<file path="config.mk">
export PLATFORM = sky130hd
export DESIGN_NAME = trap_sequencer
export DESIGN_NICKNAME = d
export VERILOG_FILES = /design/src/rtl/trap_sequencer_pkg.sv /design/src/rtl/trap_sequencer.sv
export SDC_FILE = /design/constraint.sdc
export NUM_CORES = 1
export LEC_CHECK = 0
export BUFFER_PORTS_ARGS = -buffer_cell sky130_fd_sc_hd__buf_2
export CORE_AREA = 3 3 117 97
export DETAILED_ROUTE_END_ITERATION = 8
export DIE_AREA = 0 0 120 100
export PLACE_DENSITY = 0.67
export SLEW_MARGIN = 20
export SYNTH_ARGS = -nofsm -noshare
export SYNTH_HDL_FRONTEND = slang
export SYNTH_SLANG_ARGS = --single-unit
</file>
<file path="constraint.sdc">
create_clock -name clk -period 2.1 [get_ports clk]
set_input_delay 0.42 -clock clk [delete_from_list [all_inputs] [get_ports clk]]
set_output_delay 0.42 -clock clk [all_outputs]
set_load 0.03 [all_outputs]
</file>
<file path="src/rtl/trap_sequencer_pkg.sv">
// Shared trap-sequencing definitions: FSM state encoding, default drain depth and
// the lowest legal return PC (the same guard value the CSR file applies to mepc).
package trap_sequencer_pkg;

  typedef enum logic [2:0] {
    ST_IDLE    = 3'd0,
    ST_DRAIN   = 3'd1,
    ST_SAVE    = 3'd2,
    ST_JUMP    = 3'd3,
    ST_HANDLER = 3'd4,
    ST_RETURN  = 3'd5
  } trap_state_e;

  localparam int          DRAIN_CYCLES_DEF = 2;
  localparam logic [31:0] CODE_BASE_DEF    = 32'h0000_0000;

  // Unsigned a >= b via the borrow of a 33-bit subtraction, so the compare stays
  // well-formed even when the base is zero.
  function automatic logic addr_ge(input logic [31:0] a, input logic [31:0] b);
    logic [32:0] diff;
    diff = {1'b0, a} - {1'b0, b};
    return ~diff[32];
  endfunction

endpackage

</file>
<file path="src/rtl/trap_sequencer.sv">
// Trap entry/return sequencer: drains the pipeline, captures the return PC into mepc,
// redirects fetch to the handler vector, and restores or tail-chains on MRET.
module trap_sequencer
  import trap_sequencer_pkg::*;
#(
  parameter int          DRAIN_CYCLES = DRAIN_CYCLES_DEF,
  parameter logic [31:0] CODE_BASE    = CODE_BASE_DEF
) (
  input  logic        clk,
  input  logic        rst,
  input  logic        interF,
  input  logic [31:0] interAddr,
  input  logic [31:0] pc,
  input  logic        stall,
  input  logic        mret,
  input  logic [31:0] mepc_rdata,
  output logic        redirect,
  output logic [31:0] redirect_pc,
  output logic        flush,
  output logic        mepc_we,
  output logic [31:0] mepc_wdata,
  output logic        int_ack,
  output logic        in_handler,
  output logic [2:0]  dbg_state
);

  // Handshake: interF is a level held by the source until int_ack pulses; interAddr
  // is only meaningful while interF=1. redirect and mepc_we are single-cycle strobes
  // and their data buses are guaranteed stable in the strobe cycle.

  localparam int CNT_W = $clog2(DRAIN_CYCLES + 1);
  localparam logic [CNT_W-1:0] CNT_LOAD = CNT_W'(DRAIN_CYCLES - 1);

  trap_state_e      state, state_n;
  logic [CNT_W-1:0] cnt, cnt_n;
  logic             pend, pend_n;
  logic [31:0]      vec_q, vec_n;
  logic [31:0]      epc_q, epc_n;
  logic             mepc_we_n;
  logic             int_ack_n;

  always_comb begin
    state_n   = state;
    cnt_n     = cnt;
    pend_n    = pend;
    vec_n     = vec_q;
    epc_n     = epc_q;
    mepc_we_n = 1'b0;
    int_ack_n = 1'b0;
    case (state)
      ST_IDLE: begin
        if (interF) begin
          vec_n     = interAddr;
          int_ack_n = 1'b1;
          cnt_n     = CNT_LOAD;
          state_n   = ST_DRAIN;
        end
      end
      ST_DRAIN: begin
        // The return PC is captured on the edge into SAVE so mepc_we is a clean register.
        if (!stall) begin
          if (cnt == '0) begin
            state_n = ST_SAVE;
            if (addr_ge(pc, CODE_BASE)) begin
              epc_n     = pc;
              mepc_we_n = 1'b1;
            end
          end else begin
            cnt_n = cnt - 1'b1;
          end
        end
      end
      ST_SAVE: state_n = ST_JUMP;
      ST_JUMP: state_n = ST_HANDLER;
      ST_HANDLER: begin
        // A nested trap is only remembered (latest vector wins) and served after MRET.
        if (interF) begin
          vec_n     = interAddr;
          pend_n    = 1'b1;
          int_ack_n = ~int_ack;
        end
        if (mret) state_n = ST_RETURN;
      end
      ST_RETURN: begin
        pend_n  = 1'b0;
        state_n = pend ? ST_HANDLER : ST_IDLE;
      end
      default: state_n = ST_IDLE;
    endcase
  end

  always_ff @(posedge clk or negedge rst) begin
    if (!rst) begin
      state      <= ST_IDLE;
      cnt        <= '0;
      pend       <= 1'b0;
      vec_q      <= '0;
      epc_q      <= '0;
      redirect   <= 1'b0;
      flush      <= 1'b0;
      mepc_we    <= 1'b0;
      int_ack    <= 1'b0;
      in_handler <= 1'b0;
    end else begin
      state      <= state_n;
      cnt        <= cnt_n;
      pend       <= pend_n;
      vec_q      <= vec_n;
      epc_q      <= epc_n;
      redirect   <= (state_n == ST_JUMP) || (state_n == ST_RETURN);
      flush      <= (state_n == ST_DRAIN) || (state_n == ST_SAVE) ||
                    (state_n == ST_JUMP)  || (state_n == ST_RETURN);
      mepc_we    <= mepc_we_n;
      int_ack    <= int_ack_n;
      in_handler <= (state_n == ST_JUMP) || (state_n == ST_HANDLER) ||
                    (state_n == ST_RETURN);
    end
  end

  always_comb begin
    redirect_pc = '0;
    case (state)
      ST_JUMP:   redirect_pc = vec_q;
      ST_RETURN: redirect_pc = pend ? vec_q : mepc_rdata;
      default:   redirect_pc = '0;
    endcase
  end

  assign mepc_wdata = epc_q;
  assign dbg_state  = state;

endmodule

</file>
==> summary.md, run 1 <==
| Metric | Value |
|---|---|
| CTS Buffer Depth | 2 |
| Ys async rst share | 100% |
| Grt met1 use | 15.5% |
| Clock transition at path regs | 0.05 ns |
| Max-slew violation count | 0 |
| CTS tree | built |
| Synth warnings | 0 |
| Critical path class | register to output port |
| Period utilisation layout | 100% |
| Initial Utilization | 31.8% |
| Max-cap viol count | 0 |
| Slowest CP cell | dfrtp_2 |
| Cell area after synthesis | 0.00325 mm2 |
| Mean area per synthesized cell | 14.7 um2 |
| Grt ovf | 0 |
| Maximum fanout along the worst path | 8 |
| First-pass GRT wire length | 13000 um |
| Global Route met2 Usage | 24.6% |
| Flops & latches, synth | 75 |
| Final Wtd Congestion | 0.783 |
| Slew @ Worst Pin | 0.459 ns |
| Initial antenna violation count | 0 |
| Violated checks | negative setup slack |
| # setup viols final | 7 |
| Setup ws final | -0.00918 ns |
| Post-layout min period | 2.11 ns |
| Filler cell count | 935 |
| WHS | 0.0458 ns |
| Number of synthesized flops with an enable pin | 0 |
| CTS Sinks | 75 |
| H-tree depth | 3 |
| Crit path capture type | output port |
| Post-synth top flop | dfrtp_1 |
| Non-filler cells, final | 547 |
| Register area share after synthesis | 57.8% |
| Final net count | 504 |
| RSZ-0062 raised after global routing | yes |
| Worst path top cell family by delay | buffers and inverters |
| Most frequent cell after synthesis | dfrtp_1 |
| Setup TNS | -0.0311 ns |
| Mapped Cells | 221 |
| Arrival @ worst endpoint | 1.69 ns |
| Post-DR wirelength/cell | 15.0 um |
| Largest net degree at the start of global routing | 43 |
| Post-synth top area cell | dfrtp_1 |
| Vias per cell | 4.58 |
| First-pass detailed-route iteration total | 4 |
| Worst setup SP type | register |
| Clk Latency, worst-skew pair | 0.32 ns |
| Num CTS Buffers | 9 |
| I/O pin count | 173 |
| Core ar. | 0.0102 mm2 |
| N_diodes | 0 |
| CTS root buf | clkbuf_16 |
| Outcome | complete, but fails checks |
| Residual DRC | 0 |
| Pwr dens | 1680 mW/mm2 |
| CP cell instances | nor2b_4, nor3b_4, buf_6, clkbuf_16, a22o_1, buf_6 |
| Post-CTS Hold Fix Bufs | 0 |
| Setup Skew | 0.00291 ns |
| Number of global-route vias before repair | 2661 |
| Die Y-Extent | 100 um |
| Max Freq | 0.474 GHz |
| Placement Cell Area | 0.00429 mm2 |
| Hold Crit Class | input pin to async pin |
| Slowest Stage Delay on Critical Path | 0.42 ns |
| Final Hold Fails | 0 |
| Final ANT Viol Nets | 0 |
| Port bufs | 172 |
| Std cell rows | 33 |
| Inst Count DP | 526 |
| DRT iter0 DRCs | 85 |
| Crit path buffers/inverters | 3 |
| Gr busiest metal | met2 |
| Critical Path Most Common Cell | buf_6 |
| Slew margin rel. | 69.4% |
| Top cells by count, synth | dfrtp_1 (75), mux2_2 (34), a22o_1 (32), mux2_1 (31), buf_6 (6) |
| Core Util, Final | 48.1% |
| Synthesis-to-layout area growth | 51.3% |
| Share of cells above drive strength 1 | 59.5% |
| GR Util All Layers | 13.7% |
| Fin area | 0.00491 mm2 |
| Grt met3 use | 3.89% |
| Leak | 0.00240 uW |
| DIE WIDTH | 120 um |
| Die area | 0.0120 mm2 |
| VDD IR-drop max | 0.853 mV |
| Post-DP HPWL | 5940 um |
| Top post-synthesis cells by area | dfrtp_1 (58%), mux2_2 (12%), mux2_1 (11%), a22o_1 (8.6%), buf_6 (2.1%) |
| Post-synth net total | 323 |
| WL final | 8210 um |
| Distinct cells, synth | 30 |
| CP required | 1.68 ns |
| Routed via count | 2504 |
| Post-synth top area share | 57.8% |
routing by layer:
metal  routed length, um  part of all wire [%]  vias to the layer above
li1                    -                     -                     1184
met1                3290                    40                     1234
met2                4410                    54                       78
met3                 402                   4.9                        8
met4                 115                   1.4                        0
met5                   0                     0                        -
final cells by class:
| cell class | count | area, um2 | share of cell area (%) |
|---|---|---|---|
| Clock buffer | 11 | 243 | 4.94 |
| Clock inverter | 5 | 100 | 2.04 |
| Inverter | 3 | 11.3 | 0.229 |
| Multi-Input combinational cell | 129 | 1250 | 25.5 |
| Sequential cell | 75 | 1880 | 38.3 |
| Tap cell | 140 | 175 | 3.57 |
| Timing Repair Buffer | 184 | 1250 | 25.4 |
registers in the layout, summed over array words and instances, names as in the netlist:
| name | cells |
|---|---|
| mepc_wdata | 32 |
| redirect | 1 |
| in_handler | 1 |
| cnt | 2 |
| dbg_state | 3 |
| mepc_we | 1 |
| pend | 1 |
| int_ack | 1 |
| vec_q | 32 |
| flush | 1 |
metrics by stage:
| stage | power (uW) | setup slack (ns) |
|---|---|---|
| finish | 8230 | -0.00918 |
| global route | 8740 | -0.0944 |
| CTS | 8270 | -0.0272 |
| detailed placement | 6190 | 0.209 |
| global placement | 6070 | 0.263 |
| floorplan | 5100 | 0.0329 |
logic make-up (layout without fill, tap and decap cells):
group	after synthesis	after routing	synth area share (%)
buffers and inverters	17	203	3.62
and+or+nand+nor	20	20	4.82
adders and majority gates	1	1	0.385
DFF	75	75	57.8
AOI/OAI and AO/OA	43	43	10.8
muxes	65	65	22.6
final timing paths:
check | startpoint | endpoint | slack, ns | cells after the start
max in group asynchronous | rst | vec_q[30]$_DFFE_PN0P_ | 1.48 | 2
setup reg to reg | dbg_state[1]$_DFF_PN0_ | mepc_wdata[28]$_DFFE_PN0P_ | 0.31 | 6
hold / removal | rst | mepc_wdata[5]$_DFFE_PN0P_ | 0.05 | 1
min in group clk | pc[12] | mepc_wdata[12]$_DFFE_PN0P_ | 0.31 | 2
setup / recovery | dbg_state[1]$_DFF_PN0_ | redirect_pc[3] | -0.009 | 6
hold reg to reg | int_ack$_DFF_PN0_ | int_ack$_DFF_PN0_ | 0.46 | 1
layout by cell type, fill, tap and decap left out, types with 2 or more instances in the layout:
master     netlist  routed
buf_2            4     139
dfrtp_1         75      74
buf_6            6      36
mux2_2          34      34
a22o_1          32      32
mux2_1          31      31
clkbuf_16        0      10
buf_12           0       5
a21oi_1          4       4
inv_1            3       3
nand3b_1         3       3
nor2_1           3       3
bufinv_16        0       3
buf_4            1       3
nand2b_1         2       2
o21ai_0          2       2
nand2_1          3       2
clkinv_2         0       2
power by group:
part,internal (uW),switching (uW)
combinational,1740,2230
sequential,2170,367
clock,1190,540
timing repair:
action | CTS | global route
setup buffers | 4 | 0
endpoints found under the setup margin | 32 | 32
resized for setup | 52 | 19
pin swaps | 0 | 6
gates cloned | 1 | 1
(Power assumes the default switching activity.)
==> inputs of run 2 (changes only) <==
==> constraint.sdc (replaced) <==
create_clock -name clk -period 2.7 [get_ports clk]
set_input_delay 0.54 -clock clk [delete_from_list [all_inputs] [get_ports clk]]
set_output_delay 0.54 -clock clk [all_outputs]
set_load 0.03 [all_outputs]
==> run 2 against run 1 <==
The run now ends clean. Cell count down 1.6%. Critical path type unchanged. Non-clock buffer count down 9. Combinational power is 33% lower. Utilization is 3.5 points lower.
==> summary.md, run 2 (synthesis results as in run 1) <==
| Metric | Value |
|---|---|
| N_diodes | 0 (unchanged) |
| Core ar. | 0.0102 mm2 (unchanged) |
| Resized cells post-CTS | 0 (-100%) |
| First-pass detailed-route iteration total | 4 (unchanged) |
| Clk Latency, worst-skew pair | 0.32 ns (about the same) |
| Multi-input gate area | 0.00125 mm2 (-0.20%) |
| Std cell rows | 33 (unchanged) |
| Hold Crit Class | input pin to async pin |
| Slew margin rel. | 37.4% (-32 points) |
| Number of global-route vias before repair | 2609 (-2.0%) |
| Crit path capture type | output port |
| Grt ovf | 0 (unchanged) |
| Setup Skew | 0.00573 ns (+0.00282 ns) |
| Register area | 0.00188 mm2 (about the same) |
| Pre-CTS setup slack | 0.492 ns (+0.283 ns) |
| Routed via count | 2456 (-1.9%) |
| Largest net degree at the start of global routing | 76 (+77%) |
| Post-DP HPWL | 5720 um (-3.7%) |
| Outcome | finished clean |
| Residual DRC | 0 (unchanged) |
| Port bufs | 172 (unchanged) |
| Commonest cells after routing, fill and taps aside | buf_2 (171), dfrtp_1 (75), mux2_2 (34) |
| VDD IR-drop max | 0.593 mV (-31%) |
| Final ANT Viol Nets | 0 (unchanged) |
| Arrival @ worst endpoint | 2.01 ns (+0.32 ns) |
| Setup Fix Bufs, Post-CTS | 0 (-4) |
| Synthesis-to-layout area growth | 40.1% |
| Post-layout min period | 2.55 ns |
| Setup ws final | 0.154 ns (+0.163 ns) |
| Maximum fanout along the worst path | 32 (+24) |
| GR Util All Layers | 12.9% (-0.72 points) |
| CP required | 2.16 ns (+0.48 ns) |
| Final Hold Fails | 0 (unchanged) |
| Leak | 0.00230 uW (-3.9%) |
| DRT iter0 DRCs | 103 (+21%) |
| Pwr dens | 1320 mW/mm2 (-21%) |
| Post-DR wirelength/cell | 14.1 um (-6.0%) |
| Setup TNS | 0 ns (+0.0311 ns) |
| Die area | 0.0120 mm2 (unchanged) |
| Final Wtd Congestion | 0.760 (-2.9%) |
| Post-CTS Hold Fix Bufs | 0 (unchanged) |
| Max-cap viol count | 0 (unchanged) |
| DIE WIDTH | 120 um (unchanged) |
| CTS tree | built |
| WL final | 7590 um (-7.5%) |
| I/O pin count | 173 (unchanged) |
| Commonest non-fill, non-tap cell in the layout | buf_2 |
| Max Freq | 0.393 GHz |
| Slew @ Worst Pin | 0.940 ns (+0.481 ns) |
| Period utilisation layout | 94.3% |
| # setup viols final | 0 (-7) |
| Critical path class | register to output port |
| First-pass GRT wire length | 12400 um (-4.4%) |
| Share of cells above drive strength 1 | 58.3% (-1.2 points) |
| Initial antenna violation count | 0 (unchanged) |
| Initial Utilization | 31.8% (unchanged) |
| Clock transition at path regs | 0.05 ns (about the same) |
| CTS Sinks | 75 (unchanged) |
| Worst setup SP type | register |
| CTS root buf | clkbuf_16 |
| Die Y-Extent | 100 um (unchanged) |
| Vias per cell | 4.57 (-0.28%) |
| Final net count | 495 (-1.8%) |
| Num CTS Buffers | 9 (unchanged) |
| RSZ-0062 raised after global routing | no |
| Max-slew violation count | 0 (unchanged) |
| H-tree depth | 3 (unchanged) |
| CTS Buffer Depth | 2 (unchanged) |
| Filler cell count | 1002 (+7.2%) |
-- run 2: metrics by stage --
stage / instances / cell area (um2) / hold slack, ns / util (%) / total power, uW
6_report: 538 / 4550 / 0.359 / 44.6 / 5990
5_1_grt: 538 / 4550 / 0.419 / 44.6 / 6350
4_1_cts: 538 / 4550 / 0.400 / 44.6 / 6090
3_5_place_dp: 522 / 4200 / 0.454 / 41.2 / 4720
3_3_place_gp: 522 / 4200 / 0.449 / 41.2 / 4630
2_1_floorplan: 221 / 3250 / 0.244 / - / 3970
-- run 2: final cells by class --
type	count	area share, %
tap	140	3.85
inverter	3	0.248
multi-input combinational	129	27.5
timing repair buffer	175	19.5
clock buffer	13	6.16
sequential	75	41.3
clock inverter	3	1.49
-- run 2: worst max-delay path: stages, from the launching register on --
cell,delay [ns]
dfrtp_1,0.51
nor2b_4,0.23
nor3b_4,0.18
buf_4,0.35
a22o_1,0.19
buf_2,0.19
-- run 2: report_power, final --
group	leakage (uW)	internal (uW)	switching, uW
clock network	0.000168	909	425
registers	0.000899	1680	321
logic	0.00124	1030	1620
-- run 2: worst paths after layout --
kind / startpoint / to / slack [ns] / cells past startpoint
min in group clk: pc[3] / mepc_wdata[3]$_DFFE_PN0P_ / 0.43 / 2
max in group asynchronous: rst / vec_q[21]$_DFFE_PN0P_ / 1.73 / 1
max: dbg_state[2]$_DFF_PN0_ / redirect_pc[4] / 0.15 / 5
min reg2reg: int_ack$_DFF_PN0_ / int_ack$_DFF_PN0_ / 0.46 / 1
max reg2reg: cnt[0]$_DFFE_PN0P_ / mepc_wdata[8]$_DFFE_PN0P_ / 0.75 / 5
min: rst / mepc_wdata[10]$_DFFE_PN0P_ / 0.36 / 1
-- run 2: per-layer routing --
| metal | part of all wire, % | GRT usage (%) | routed length [um] |
|---|---|---|---|
| met1 | 40 | 14.5 | 3060 |
| met4 | 1.6 | 5.19 | 121 |
| met5 | 0 | 0 | 0 |
| met3 | 5.7 | 3.94 | 433 |
| met2 | 52 | 23.1 | 3980 |
==> inputs of run 3 (changes only) <==
--- a/config.mk
+++ b/config.mk
@@ -5,11 +5,12 @@
 export SDC_FILE = /design/constraint.sdc
 export NUM_CORES = 1
 export LEC_CHECK = 0
-export BUFFER_PORTS_ARGS = -buffer_cell sky130_fd_sc_hd__buf_2
 export CORE_AREA = 3 3 117 97
+export CTS_CLUSTER_DIAMETER = 80
 export DETAILED_ROUTE_END_ITERATION = 8
 export DIE_AREA = 0 0 120 100
-export PLACE_DENSITY = 0.67
+export DONT_BUFFER_PORTS = 1
+export PLACE_DENSITY = 0.53
 export SLEW_MARGIN = 20
 export SYNTH_ARGS = -nofsm -noshare
 export SYNTH_HDL_FRONTEND = slang
==> run 3 against run 2 <==
Global-route usage down 1.2 points. Utilization is 6.5 points lower. Cell count fell by 25%. Clock-buffer cell count unchanged. Critical endpoint is now redirect_pc[5]. Largest power group is now sequential cells. Largest cell class unchanged. Combinational power decreased by 29%.
==> summary.md, run 3 (synthesis results as in run 1) <==
| Metric | Value |
|---|---|
| Outcome | finished clean |
| Final ANT Viol Nets | 0 (unchanged) |
| CTS root buf | clkbuf_16 |
| Initial Utilization | 31.8% (unchanged) |
| WL final | 7170 um (-5.6%) |
| H-tree depth | 3 (unchanged) |
| Final Hold Fails | 0 (unchanged) |
| CP required | 2.16 ns (about the same) |
| Period utilisation layout | 88.3% (-6.0 points) |
| Hold Crit Class | input pin to async pin |
| Crit path capture type | output port |
| Maximum fanout along the worst path | 32 (unchanged) |
| First-pass GRT wire length | 11000 um (-11%) |
| Largest net degree at the start of global routing | 76 (unchanged) |
| N_diodes | 0 (unchanged) |
| Max-slew violation count | 0 (unchanged) |
| Final Wtd Congestion | 0.699 (-8.1%) |
| Final net count | 359 (-27%) |
| Grt met1 use | 13.6% (-0.91 points) |
| Synthesis-to-layout area growth | 19.6% |
| Grt met3 use | 4.34% (+0.39 points) |
| Slew @ Worst Pin | 0.551 ns (-0.389 ns) |
| Setup Fix Bufs, Post-CTS | 0 (unchanged) |
| Routed via count | 1928 (-21%) |
| Post-DP HPWL | 5410 um (-5.5%) |
| Num CTS Buffers | 9 (unchanged) |
| Max-cap viol count | 0 (unchanged) |
| Slowest CP cell | dfrtp_1 |
| Die Y-Extent | 100 um (unchanged) |
| Residual DRC | 0 (unchanged) |
| Setup Skew | 0.00368 ns (-0.00205 ns) |
| Commonest non-fill, non-tap cell in the layout | dfrtp_1 |
| CTS Sinks | 75 (unchanged) |
| Number of global-route vias before repair | 1977 (-24%) |
| Critical path class | register to output port |
| Clk Latency, worst-skew pair | 0.32 ns (about the same) |
| DRT iter0 DRCs | 44 (-57%) |
| GR Util All Layers | 11.7% (-1.2 points) |
| CTS Buffer Depth | 2 (unchanged) |
| First-pass detailed-route iteration total | 4 (unchanged) |
| Post-DR wirelength/cell | 17.8 um (+26%) |
| VDD IR-drop max | 0.432 mV (-27%) |
| Post-layout min period | 2.38 ns (-0.162 ns) |
| Commonest cells after routing, fill and taps aside | dfrtp_1 (75), buf_4 (38), mux2_2 (34) |
| DIE WIDTH | 120 um (unchanged) |
| Vias per cell | 4.80 (+5.1%) |
| Global Route met2 Usage | 19.7% (-3.4 points) |
| Leak | 0.00172 uW (-25%) |
| Filler cell count | 1015 (+1.3%) |
| Inst Count DP | 385 (-26%) |
| Critical Path Most Common Cell | buf_4 |
| Slowest Stage Delay on Critical Path | 0.37 ns (-0.14 ns) |
| Gr busiest metal | met2 |
| Clock transition at path regs | 0.05 ns (about the same) |
| Setup TNS | 0 ns (unchanged) |
| CP cell instances | buf_4, nand3b_1, nand2_1, buf_4, a22o_1, buf_4 |
| Share of cells above drive strength 1 | 35.1% (-23 points) |
| Die area | 0.0120 mm2 (unchanged) |
| I/O pin count | 173 (unchanged) |
| Slew margin rel. | 63.3% (+26 points) |
| CTS tree | built |
| Arrival @ worst endpoint | 1.84 ns (-0.17 ns) |
| Pwr dens | 1410 mW/mm2 (+7.3%) |
| Worst path top cell family by delay | buffers and inverters |
| Crit path buffers/inverters | 3 (+1) |
| Std cell rows | 33 (unchanged) |
| # setup viols final | 0 (unchanged) |
| Grt ovf | 0 (unchanged) |
| Worst R2R Start | cnt[0]$_DFFE_PN0P_ |
| Max Freq | 0.419 GHz (+6.8%) |
| Setup crit start | dbg_state[2]$_DFF_PN0_ |
| RSZ-0062 raised after global routing | no |
| Worst setup SP type | register |
| Port bufs | 0 (-100%) |
| Non-filler cells, final | 402 (-25%) |
| Initial antenna violation count | 0 (unchanged) |
| Core ar. | 0.0102 mm2 (unchanged) |
## run 3: through the flow
| stage | util, % | area [um2] | hold WS, ns | setup WS (ns) | power (uW) |
|---|---|---|---|---|---|
| global placement | 35.3 | 3600 | 0.246 | 0.674 | 4450 |
| global route | 38.1 | 3880 | 0.118 | 0.158 | 5830 |
| finish | 38.1 | 3880 | 0.112 | 0.316 | 5490 |
| CTS | 38.1 | 3880 | 0.116 | 0.277 | 5600 |
| detailed placement | 35.3 | 3600 | 0.246 | 0.638 | 4510 |
| floorplan | - | 3250 | 0.244 | 0.513 | 3970 |
## run 3: worst register-to-register path, stage by stage, from the launching register on
cell and delay [ns]:
dfrtp_1 0.39, inv_1 0.08, ha_1 0.19, nand3b_1 0.23, nor2_8 0.52, mux2_1 0.40
## run 3: cell type report
cell class	count	area (um2)	share of cell area, %
clock buffers	13	240	6.19
inverters	3	11.3	0.290
well taps	140	175	4.51
repair buffers	39	313	8.06
flip-flops and latches	75	1880	48.3
multi-input cells	129	1250	32.2
clock inverters	3	15.0	0.387
## run 3: layer usage
| metal | wire length (um) | vias to the layer above |
|---|---|---|
| met4 | 130 | 0 |
| li1 | - | 884 |
| met3 | 395 | 12 |
| met5 | 0 | - |
| met1 | 2770 | 972 |
| met2 | 3870 | 60 |
## run 3: timing repair
item,in CTS,in global routing
gates resized for setup,0,0
hold buffers,1,0
hold endpoints to repair,75,0
## run 3: final timing paths
kind / to / slack (ns) / cells after the start
worst min register to register: vec_q[7]$_DFFE_PN0P_ / 0.50 / 1
worst max register to register: mepc_wdata[11]$_DFFE_PN0P_ / 0.77 / 5
worst max-delay path: redirect_pc[5] / 0.32 / 6
worst min-delay path: vec_q[8]$_DFFE_PN0P_ / 0.11 / 1
max in group asynchronous: flush$_DFF_PN0_ / 2.29 / 1
min in group clk: mepc_wdata[23]$_DFFE_PN0P_ / 0.35 / 1
## run 3: where the power goes
| part | total, uW | internal [uW] | switching [uW] |
|---|---|---|---|
| Clock | 1020 | 618 | 407 |
| Combinational | 1890 | 910 | 981 |
| Sequential | 2570 | 1680 | 891 |
